**src/rtl/alu_rs.sv**
```systemverilog
// Single-entry reservation station in front of one ALU: holds a dispatched op,
// snoops the CDB for missing operands and issues with a one-cycle ready pulse.
package alu_rs_pkg;
    typedef logic [31:0] word32_t;

    typedef enum logic [2:0] {
        NO_VAL = 3'd0,
        ALU_1  = 3'd1,
        ALU_2  = 3'd2,
        MUL_1  = 3'd3,
        LSU_1  = 3'd4
    } rs_tag_t;

    typedef enum logic [3:0] {
        ADDI = 4'd0,
        ADDR = 4'd1,
        SUBR = 4'd2,
        ANDR = 4'd3,
        ORR  = 4'd4,
        XORR = 4'd5,
        SLLR = 4'd6,
        SRLR = 4'd7
    } alu_op_t;

    typedef struct packed {
        rs_tag_t tag;
        word32_t val;
    } cdb_t;
endpackage

module alu_rs
    import alu_rs_pkg::*;
#(
    parameter rs_tag_t TAG     = ALU_1,
    parameter int      NUM_CDB = 2
) (
    input  logic                      clk_i,
    input  logic                      reset_i,
    input  logic                      dispatch_valid_i,
    input  alu_op_t                   dispatch_op_i,
    input  rs_tag_t                   dispatch_rs1_tag_i,
    input  word32_t                   dispatch_rs1_val_i,
    input  rs_tag_t                   dispatch_rs2_tag_i,
    input  word32_t                   dispatch_rs2_val_i,
    input  cdb_t    [NUM_CDB-1:0]     cdb_i,
    input  logic                      flush_i,
    output logic                      busy_o,
    output alu_op_t                   oper_o,
    output word32_t                   rs1_val_o,
    output word32_t                   rs2_val_o,
    output logic                      ready_o
);

    localparam logic [1:0] S_IDLE  = 2'd0;
    localparam logic [1:0] S_WAIT  = 2'd1;
    localparam logic [1:0] S_BCAST = 2'd2;

    logic [1:0] r_state;
    alu_op_t    r_op;
    word32_t    r_rs1_val;
    word32_t    r_rs2_val;
    rs_tag_t    r_rs1_tag;
    rs_tag_t    r_rs2_tag;

    logic    w_accept;
    logic    w_issue;
    rs_tag_t w_rs1_look;
    rs_tag_t w_rs2_look;
    logic    w_rs1_hit;
    logic    w_rs2_hit;
    word32_t w_rs1_cdb;
    word32_t w_rs2_cdb;
    rs_tag_t w_unused_tag;

    // The station never decodes its own identity; TAG only names the broadcasts it causes.
    assign w_unused_tag = TAG;

    assign busy_o    = (r_state == S_WAIT);
    assign w_issue   = (r_state == S_WAIT) && (r_rs1_tag == NO_VAL) && (r_rs2_tag == NO_VAL);
    assign ready_o   = w_issue;
    assign oper_o    = r_op;
    assign rs1_val_o = r_rs1_val;
    assign rs2_val_o = r_rs2_val;

    assign w_accept   = dispatch_valid_i && !busy_o && !flush_i;
    assign w_rs1_look = w_accept ? dispatch_rs1_tag_i : r_rs1_tag;
    assign w_rs2_look = w_accept ? dispatch_rs2_tag_i : r_rs2_tag;

    // Scanning from the top down lets the lowest matching CDB term win.
    always_comb begin
        w_rs1_hit = 1'b0;
        w_rs1_cdb = '0;
        w_rs2_hit = 1'b0;
        w_rs2_cdb = '0;
        for (int k = NUM_CDB - 1; k >= 0; k--) begin
            if ((w_rs1_look != NO_VAL) && (cdb_i[k].tag == w_rs1_look)) begin
                w_rs1_hit = 1'b1;
                w_rs1_cdb = cdb_i[k].val;
            end
            if ((w_rs2_look != NO_VAL) && (cdb_i[k].tag == w_rs2_look)) begin
                w_rs2_hit = 1'b1;
                w_rs2_cdb = cdb_i[k].val;
            end
        end
    end

    always_ff @(posedge clk_i or posedge reset_i) begin
        if (reset_i) begin
            r_state   <= S_IDLE;
            r_op      <= ADDI;
            r_rs1_val <= '0;
            r_rs2_val <= '0;
            r_rs1_tag <= NO_VAL;
            r_rs2_tag <= NO_VAL;
        end else if (flush_i) begin
            r_state   <= S_IDLE;
            r_rs1_tag <= NO_VAL;
            r_rs2_tag <= NO_VAL;
        end else if (w_accept) begin
            r_state   <= S_WAIT;
            r_op      <= dispatch_op_i;
            r_rs1_val <= w_rs1_hit ? w_rs1_cdb : dispatch_rs1_val_i;
            r_rs2_val <= w_rs2_hit ? w_rs2_cdb : dispatch_rs2_val_i;
            r_rs1_tag <= w_rs1_hit ? NO_VAL : dispatch_rs1_tag_i;
            r_rs2_tag <= w_rs2_hit ? NO_VAL : dispatch_rs2_tag_i;
        end else begin
            case (r_state)
                S_WAIT: begin
                    if (w_issue) begin
                        r_state <= S_BCAST;
                    end else begin
                        if (w_rs1_hit) begin
                            r_rs1_val <= w_rs1_cdb;
                            r_rs1_tag <= NO_VAL;
                        end
                        if (w_rs2_hit) begin
                            r_rs2_val <= w_rs2_cdb;
                            r_rs2_tag <= NO_VAL;
                        end
                    end
                end
                S_BCAST: r_state <= S_IDLE;
                default: r_state <= S_IDLE;
            endcase
        end
    end

endmodule

```
**config.mk**
```make
export PLATFORM = sky130hd
export DESIGN_NAME = alu_rs
export DESIGN_NICKNAME = d
export VERILOG_FILES = /design/src/rtl/alu_rs.sv
export SDC_FILE = /design/constraint.sdc
export NUM_CORES = 1
export LEC_CHECK = 0
export BUFFER_PORTS_ARGS = -buffer_cell sky130_fd_sc_hd__clkbuf_2
export CORE_ASPECT_RATIO = 2
export CORE_MARGIN = 1
export CORE_UTILIZATION = 44
export DETAILED_ROUTE_END_ITERATION = 10
export GPL_TIMING_DRIVEN = 1
export PLACE_DENSITY = 0.78
export SYNTH_ARGS = -nofsm -noshare
export SYNTH_HDL_FRONTEND = slang
export SYNTH_SLANG_ARGS = --single-unit
```
**constraint.sdc**
```tcl
create_clock -name clk_i -period 2.3 [get_ports clk_i]
set_input_delay 0.115 -clock clk_i [delete_from_list [all_inputs] [get_ports clk_i]]
set_output_delay 0.115 -clock clk_i [all_outputs]
set_load 0.01 [all_outputs]
```
; ---- Word-level counts from Yosys, hierarchy flattened
; Index checks and enable logic that the tools add are counted.
[classes]
muxes = 36
n_reduce_logical = 25
n_eq_ne = 8
bitwise_logic = 1
[op_table]
columns = cell, count
row1 = 2-to-1 mux 32 bit, 14
row2 = 2-to-1 mux 3 bit, 14
row3 = nonzero test 3 bit, 5
row4 = equality test 3 bit, 4
row5 = logical AND 1 bit, 8
row6 = 2-to-1 mux 2 bit, 4
row7 = AND reduction 4 bit, 2
row8 = zero test 3 bit, 2
row9 = AND reduction 3 bit, 2
row10 = nonzero test 2 bit, 3
row11 = 2-to-1 mux 1 bit, 4
row12 = != test 4 x 2 -> 1 bit (second input constant), 1
row13 = != test 3 x 2 -> 1 bit (second input constant), 1
row14 = equality test 2 x 1 -> 1 bit (second input constant), 1
row15 = zero test 1 bit, 2
row16 = != test 2 x 1 -> 1 bit (second input constant), 1
row17 = AND reduction 2 bit, 1
row18 = NOT 1 bit, 1
[totals]
input_bits = 148
ff_bits = 76
word_cells = 76
output_inout_bits = 70

; ---- Depth between registers and ports, before layout
; Gate-level depths: netlist (run 1).
[logic_depth]
word_depth = 14
ltp_mapped = 12
depth_no_buf = 8

; ---- Worst setup path before layout (run 1)
; OpenSTA, ideal clock, no wires.
[synth_timing]
kind = register -> register
startpoint = register r_state[0]
endpoint = register r_rs2_val[0] (netlist: rs2_val_o[0])
n_path_buf = 1
path_slack_ns = 0.112
stages_incl_launch_ff = 10
setup_ns = 0.125
required_time_ns = 2.175
t_arrival_ns = 2.063
period_less_slack_ns = 2.188
path_cell_list = dfrtp_1 nand2b_2 inv_2 or4_1 nand4_2 o211ai_4 and2_4 o21a_4 buf_6 mux2_4
[synth_between]
elab_chain_len = 13
elab_cells_between_ends = 25
cone_classes = eq/ne: 4 / mux: 10 / reduce/logical: 11
[synth_rtl]
columns = element, line
row1 = start: declaration, 58  ; logic [1:0] r_state;
row2 = start signal: assignment, 109  ; r_state <= S_IDLE;
row3 = start signal: assignment, 116  ; r_state <= S_IDLE;
row4 = start signal: assignment, 120  ; r_state <= S_WAIT;
row5 = equality test 2 x 1 -> 1 bit *, "78, 79, 127"
row6 = zero test 1 bit, 85  ; assign w_accept = dispatch_valid_i && !busy_o && !flush_i;
row7 = logical AND 1 bit (2 in series), 85
row8 = 2-to-1 mux 3 bit, 87  ; assign w_rs2_look = w_accept ? dispatch_rs2_tag_i : r_rs2_tag;
row9 = equality test 3 bit or nonzero test 3 bit (tied branches), 100  ; if ((w_rs2_look != NO_VAL) && (cdb_i[k].tag == w_rs2_look)) begin
row10 = logical AND 1 bit, 100
row11 = 2-to-1 mux 32 bit (2 in series), 100
row12 = 2-to-1 mux 32 bit, 136  ; if (w_rs2_hit) begin
row13 = 2-to-1 mux 32 bit, 129  ; if (w_issue) begin
row14 = 2-to-1 mux 32 bit, 127  ; case (r_state)
row15 = 2-to-1 mux 32 bit, 119  ; end else if (w_accept) begin
row16 = end signal: assignment, 123  ; r_rs2_val <= w_rs2_hit ? w_rs2_cdb : dispatch_rs2_val_i;
row17 = end signal: assignment, 137  ; r_rs2_val <= w_rs2_cdb;
row18 = end: declaration, 61  ; word32_t r_rs2_val;
; Every way passes the cells marked *; elsewhere a longest branch is shown, timed or not. The select of a mux whose other input is x is not followed.
; A chain may end at the register's enable or synchronous reset.

; ---- Worst setup path in the final report (run 1)
[layout_timing]
startpoint = register r_state[0]
endpoint = register r_rs2_val[10] (netlist: rs2_val_o[10])
; Same word-level chain as after synthesis.

==> flow_summary_export.csv, run 1 <==
group,metric,value,unit
pwr,power_frac_seq,36.1,%
cells_and_area,syn_to_final_growth,39.9,%
drt,met3WireLength,1220,um
drt,top_layer,"met4",
drt,initialDrtViolationCount,383,
yosys,ys.warnings.count,0,
sta,relSlewSlack,65.1,%
yosys,ys_types,46,
yosys,netlist_area,0.00490,mm2
drt,drtAntennaViolNets,0,
floorplanning,die_area,0.0116,mm2
sta,finClkSkew,0.0102,ns
pwr,p_clk_share,25.9,%
global_route,grt_overflow,0,
global_route,grt_pass1_vias,5556,
drt,routed-wl-met2,9540,um
clock_tree,cts_buffers,9,
drt,postRouteWirelength,18700,um
sta,fin_crit,2.35,ns
critical_path,cp_max_fo,8,
pwr,total_power,5.28,mW
drt,drcViolationCount,0,
yosys,synth_seq_cells,76,
drt,m1WireLength,6540,um
yosys,synth-seq-area-share,38.8,%
min_path,hold_path.class,"input port to register",
cells_and_area,drive_gt1_share,44.6,%
pwr,intPower,3.39,mW
clock_tree,clockRootBuffer,"clkbuf_16",
critical_path,end_kind,"register",
cells_and_area,final_cell_count_no_fill,898,
sta,period_share,102,%
run_status,status,"finished with violations",
floorplanning,dieWidth,76.6,um
clock_tree,clock-sinks,76,
placement,place.gp.congestion,0.910,
sta,whs,0.0698,ns
global_route,grt_max_degree,84,
clock_tree,cts_tree,"done",
floorplanning,coreArea,0.0109,mm2
sta,slew_violations,0,
floorplanning,num_io_pins,218,
sta,worst_slack,-0.0485,ns
yosys,synth_cells,529,
critical_path,critical_path_class,"register to register",
floorplanning,start_util,45.1,%
sta,fmax,0.426,GHz
drt,firstDrtPassIters,5,
clock_tree,worstSkewPairLatency,0.34,ns
yosys,synth_nets,677,
run_status,violations,"setup timing",
cells_and_area,antenna_cells,0,
global_route,grt_pass1_wl,27900,um
drt,vias,5651,
pwr,peakVddDrop,0.462,mV
yosys,syn_avg_cell_area,9.27,um2
critical_path,critPathRequiredTime,2.53,ns
placement,hpwlAfterDp,13300,um
sta,hold_viol,0,
pwr,netSwitchingFraction,35.8,%
placement,portBuffers,217,
sta,worst_pin_slew,0.523,ns
pwr,netSwitchingPower,1.89,mW
pwr,p_comb_share,37.9,%
critical_path,cp.arrival,2.57,ns
critical_path,start_kind,"register",
clock_tree,clk_pin_slew_worst_paths,0.07,ns
placement,dp_cells,868,
global_route,antenna_found_initial,0,
floorplanning,die_y,151,um
clock_tree,clockBufferDepth,2,
global_route,grt_usage,31.2,%
cells_and_area,nNetsFinal,901,
drt,avgViaCountPerCell,6.29,
pwr,p_leak,3.42,nW
pwr,power_density,769,mW/mm2
sta,finalSetupTns,-1.23,ns
sta,setup_viol,40,
run,drv_cap,0,
drt,post_drt_wl_per_cell,20.8,um
sta,rsz0062_at_grt,"true",
cells_and_area,num-fill-cells,931,
floorplanning,rows,54,
clock_tree,h-tree-depth,3,
==> flip-flops by register name, indices dropped and copies added (netlist names) <==
register	count
rs1_val_o	32
rs2_val_o	32
oper_o	4
r_rs1_tag	3
r_rs2_tag	3
r_state	2
==> final timing paths <==
| path | from | endpoint | slack, ns | depth (start not counted) |
|---|---|---|---|---|
| max | r_state[0]$_DFFE_PP0P_ | rs2_val_o[10]$_DFFE_PP0P_ | -0.05 | 9 |
| min | dispatch_rs2_tag_i[0] | r_rs2_tag[0]$_DFFE_PP0P_ | 0.07 | 2 |
| max reg2reg | r_state[0]$_DFFE_PP0P_ | rs2_val_o[10]$_DFFE_PP0P_ | -0.05 | 9 |
| min reg2reg | oper_o[1]$_DFFE_PP0P_ | oper_o[1]$_DFFE_PP0P_ | 0.48 | 2 |
| max in group asynchronous | reset_i | rs1_val_o[16]$_DFFE_PP0P_ | 1.33 | 4 |
| min in group asynchronous | reset_i | rs2_val_o[4]$_DFFE_PP0P_ | 0.35 | 3 |
==> routing by layer <==
layer  global-route usage, %  vias to the layer above
met4                    22.1                        0
met1                    33.3                     2708
met5                       0                        -
li1                        -                     2463
met3                    5.78                      102
met2                    55.0                      378
==> power groups by stage <==
stage          clock network, mW  registers, mW  logic (mW)
6_report                    1.37           1.91        2.00
5_1_grt                     1.45           1.94        2.13
4_1_cts                     1.40           1.90        1.93
3_5_place_dp                   0           1.91        1.89
3_3_place_gp                   0           1.91        1.84
2_1_floorplan                  0           2.03       0.926
==> cell families (layout without fill, tap and decap cells) <==
| family | after synthesis | count (layout) | synth area share (%) |
|---|---|---|---|
| compound gates | 164 | 165 | 25.0 |
| simple gates | 202 | 202 | 21.1 |
| mux | 32 | 32 | 9.65 |
| buf+inv | 55 | 283 | 5.46 |
| flops | 76 | 76 | 38.8 |
==> Yosys cell counts, drive strengths merged <==
cell type	instances	area, um2
nand3	35	175
o21ai	6	30.0
clkbuf	30	113
o211a	1	10.0
mux2	32	473
and2	2	15.0
a21boi	4	30.0
nor2	43	161
nor4b	8	70.1
nand2b	14	97.6
and3	37	231
nor3	6	35.0
o22ai	32	200
o211ai	5	56.3
nand4	4	31.3
nor4	1	6.26
o221ai	1	15.0
dfrtp	76	1900
or4	2	15.0
a211oi	33	248
nand2	48	180
a22oi	5	37.5
o221a	1	11.3
or2	1	6.26
o2bb2ai	32	280
a32o	6	60.1
o21a	3	30.0
buf	22	144
and2b	1	7.51
inv	3	11.3
a31oi	32	200
a21oi	3	18.8
==> worst max-delay path, cell delays in order, from the launching register on <==
cell and delay [ns]:
dfrtp_1 0.40, nand2b_4 0.11, inv_8 0.05, or4_4 0.53, nand4_4 0.14, o211ai_4 0.09
and2_4 0.17, o21a_4 0.27, clkbuf_16 0.18, mux2_4 0.29
==> cell type report <==
class / count / area, um2 / share of cell area [%]
repair buffers: 264 / 1600 / 23.3
clock buffers: 9 / 225 / 3.28
clock inverters: 7 / 57.6 / 0.839
well taps: 140 / 175 / 2.55
flip-flops and latches: 76 / 1900 / 27.7
multi-input cells: 399 / 2880 / 42.0
inverters: 3 / 20.0 / 0.292
==> metrics by stage <==
step,setup WS [ns],util (%),area (um2)
4_1_cts,0.00671,61.6,6700
5_1_grt,-0.131,63.0,6860
3_3_place_gp,-0.0302,57.8,6280
6_report,-0.0485,63.0,6860
3_5_place_dp,-0.0865,57.8,6280
2_1_floorplan,0.112,-,4900
==> what timing repair did <==
action | in CTS | in global routing
endpoints found under the hold margin | 30 | 0
endpoints found under the setup margin | 64 | 64
gates cloned | 0 | 2
pin swaps | 2 | 5
hold buffers | 5 | 0
buffers inserted | 3 | 4
resized for setup | 14 | 23
==> cell usage in the layout, fill, tap and decap left out, types with 3 or more instances in the layout <==
master and instances:
clkbuf_2 217, dfrtp_1 76, nand2_1 48, nor2_1 41, and3_1 36, nand3_1 35, o2bb2ai_1 32, a31oi_1 32
o22ai_1 31, a211oi_1 30, mux2_4 30, buf_4 26, nand2b_1 12, clkbuf_16 10, buf_12 7, a32o_1 6
a22oi_1 5, nor4b_1 5, dlygate4sd3_1 5, buf_6 5, o21ai_1 3, nor3_2 3, o21ai_0 3, o211ai_1 3
nand4_1 3, a211oi_2 3, nor4b_2 3, nor3_1 3, inv_6 3, buf_8 3
No activity file was read; power rests on OpenSTA's default activity.
==> inputs of run 2 (changes only) <==
--- a/config.mk
+++ b/config.mk
@@ -12,6 +12,7 @@
 export DETAILED_ROUTE_END_ITERATION = 10
 export GPL_TIMING_DRIVEN = 1
 export PLACE_DENSITY = 0.78
+export RECOVER_POWER = 50
 export SYNTH_ARGS = -nofsm -noshare
 export SYNTH_HDL_FRONTEND = slang
 export SYNTH_SLANG_ARGS = --single-unit
==> flow_summary_export.csv, run 2 (synthesized netlist as in run 1, its figures left out) <==
group,metric,value,unit
clock_tree,worstSkewPairLatency,0.34,ns
run,drv_cap,0,
critical_path,cp_cell_sequence,"nand2b_4 > inv_8 > or4_4 > nand4_4 > o211ai_4 > and2_4 > o21a_4 > clkbuf_16 > mux2_4",
clock_tree,clk_pin_slew_worst_paths,0.07,ns
min_path,hold_path.class,"input port to register",
global_route,grt_pass1_vias,5556,
critical_path,regToRegSetupSlack,-0.05,ns
critical_path,r2r-start,"r_state[0]$_DFFE_PP0P_",
cells_and_area,drive_gt1_share,37.7,%
run_status,status,"finished with violations",
pwr,peakVddDrop,0.437,mV
clock_tree,clockBufferDepth,2,
critical_path,crit_path_top_delay_cell,"or4_4",
drt,postRouteWirelength,18800,um
clock_tree,clockRootBuffer,"clkbuf_16",
min_path,min_to,"r_rs2_tag[0]$_DFFE_PP0P_",
cells_and_area,layout_common_cells,"clkbuf_2, dfrtp_1, clkbuf_1, nand2_1, nor2_1",
placement,hpwlAfterDp,13300,um
critical_path,critPathMaxStageDelay,0.53,ns
cells_and_area,nNetsFinal,901,
global_route,grt_overflow,0,
sta,setup_viol,37,
min_path,hp-start,"dispatch_rs2_tag_i[0]",
placement,portBuffers,217,
floorplanning,dieWidth,76.6,um
floorplanning,die_area,0.0116,mm2
global_route,antenna_found_initial,0,
drt,initialDrtViolationCount,374,
global_route,grt_usage,31.2,%
min_path,holdPathStages,2,
drt,avgViaCountPerCell,6.27,
floorplanning,coreArea,0.0109,mm2
sta,rsz0062_at_grt,"true",
pwr,p_leak,3.24,nW
sta,period_share,102,%
global_route,grt_max_degree,84,
pwr,power_density,768,mW/mm2
clock_tree,h-tree-depth,3,
drt,post_drt_wl_per_cell,20.9,um
sta,worst_slack,-0.0482,ns
drt,vias,5629,
cells_and_area,stdcell_area,0.00679,mm2
drt,firstDrtPassIters,5,
critical_path,critPathRequiredTime,2.53,ns
sta,finClkSkew,0.0131,ns
floorplanning,start_util,45.1,%
clock_tree,clock-sinks,76,
sta,finalSetupTns,-1.13,ns
floorplanning,rows,54,
critical_path,cp_max_fo,8,
sta,slew_violations,0,
cells_and_area,syn_to_final_growth,38.5,%
drt,drcViolationCount,0,
cells_and_area,fin_util,62.4,%
sta,whs,0.0700,ns
run_status,violations,"setup timing",
critical_path,critical_path_class,"register to register",
sta,worst_pin_slew,1.34,ns
critical_path,cp.arrival,2.57,ns
pwr,total_power,5.21,mW
critical_path,cp_top_family,"simple AND/OR/NAND/NOR gates",
critical_path,cp_num_buf_inv,2,
drt,drtAntennaViolNets,0,
sta,hold_viol,0,
sta,fmax,0.426,GHz
placement,place.gp.congestion,0.910,
critical_path,r2r-end,"rs2_val_o[10]$_DFFE_PP0P_",
clock_tree,cts_tree,"done",
cells_and_area,mostFrequentLayoutCell,"clkbuf_2",
floorplanning,num_io_pins,218,
critical_path,start_kind,"register",
critical_path,ff2ff_path_depth,9,
placement,placed_cell_area,0.00628,mm2
sta,fin_crit,2.35,ns
clock_tree,cts_buffers,9,
sta,relSlewSlack,10.3,%
global_route,grt_pass1_wl,27900,um
floorplanning,die_y,151,um
critical_path,end_kind,"register",
cells_and_area,antenna_cells,0,
## run 2: worst max-delay path by stage
stage / endpoint / from / cells past startpoint
detailed placement: rs2_val_o[9]$_DFFE_PP0P_ / r_state[1]$_DFFE_PP0P_ / 10
finish: rs2_val_o[10]$_DFFE_PP0P_ / r_state[0]$_DFFE_PP0P_ / 9
floorplan: rs2_val_o[0]$_DFFE_PP0P_ / r_state[0]$_DFFE_PP0P_ / 9
global placement: rs2_val_o[11]$_DFFE_PP0P_ / r_state[1]$_DFFE_PP0P_ / 10
CTS: rs2_val_o[18]$_DFFE_PP0P_ / r_state[1]$_DFFE_PP0P_ / 11
global route: rs1_val_o[13]$_DFFE_PP0P_ / r_state[0]$_DFFE_PP0P_ / 9
## run 2: power breakdown
group          internal (mW)  switching [mW]  total (mW)
Sequential              1.67           0.232        1.91
Combinational          0.901            1.04        1.94
Clock                  0.748           0.620        1.37
## run 2: area by class of cell
type                    count  area (um2)
inverters                   3        20.0
repair buffers            264        1530
clock inverters             7        57.6
clock buffers               9         225
well taps                 140         175
fillers                   965        4090
multi-input cells         399        2880
flip-flops and latches     76        1900
## run 2: routing by layer
metal / share of wire, % / GRT usage [%] / vias up
li1: - / - / 2469
met1: 35 / 33.3 / 2681
met2: 51 / 55.0 / 388
met3: 7.5 / 5.78 / 91
met4: 6.4 / 22.1 / 0
met5: 0 / 0 / -
## run 2: worst register-to-register path, cell delays in order, from the launching register on
cell and delay [ns]:
dfrtp_1 0.40, nand2b_4 0.11, inv_8 0.05, or4_4 0.53, nand4_4 0.14, o211ai_4 0.09, and2_4 0.17, o21a_4 0.27
clkbuf_16 0.18, mux2_4 0.30
## run 2: what timing repair did
action	in CTS	in global routing
gates cloned	0	2
setup endpoints to repair	64	64
hold buffers	5	0
resized for setup	14	23
pin swaps	2	5
hold endpoints to repair	30	0
setup buffers	3	4
## run 2: through the flow
step / setup WS (ns) / std cells
after floorplan: 0.112 / 529
after global placement: -0.0302 / 868
after detailed placement: -0.0865 / 868
after CTS: 0.00671 / 892
after global routing: -0.131 / 898
final: -0.0482 / 898
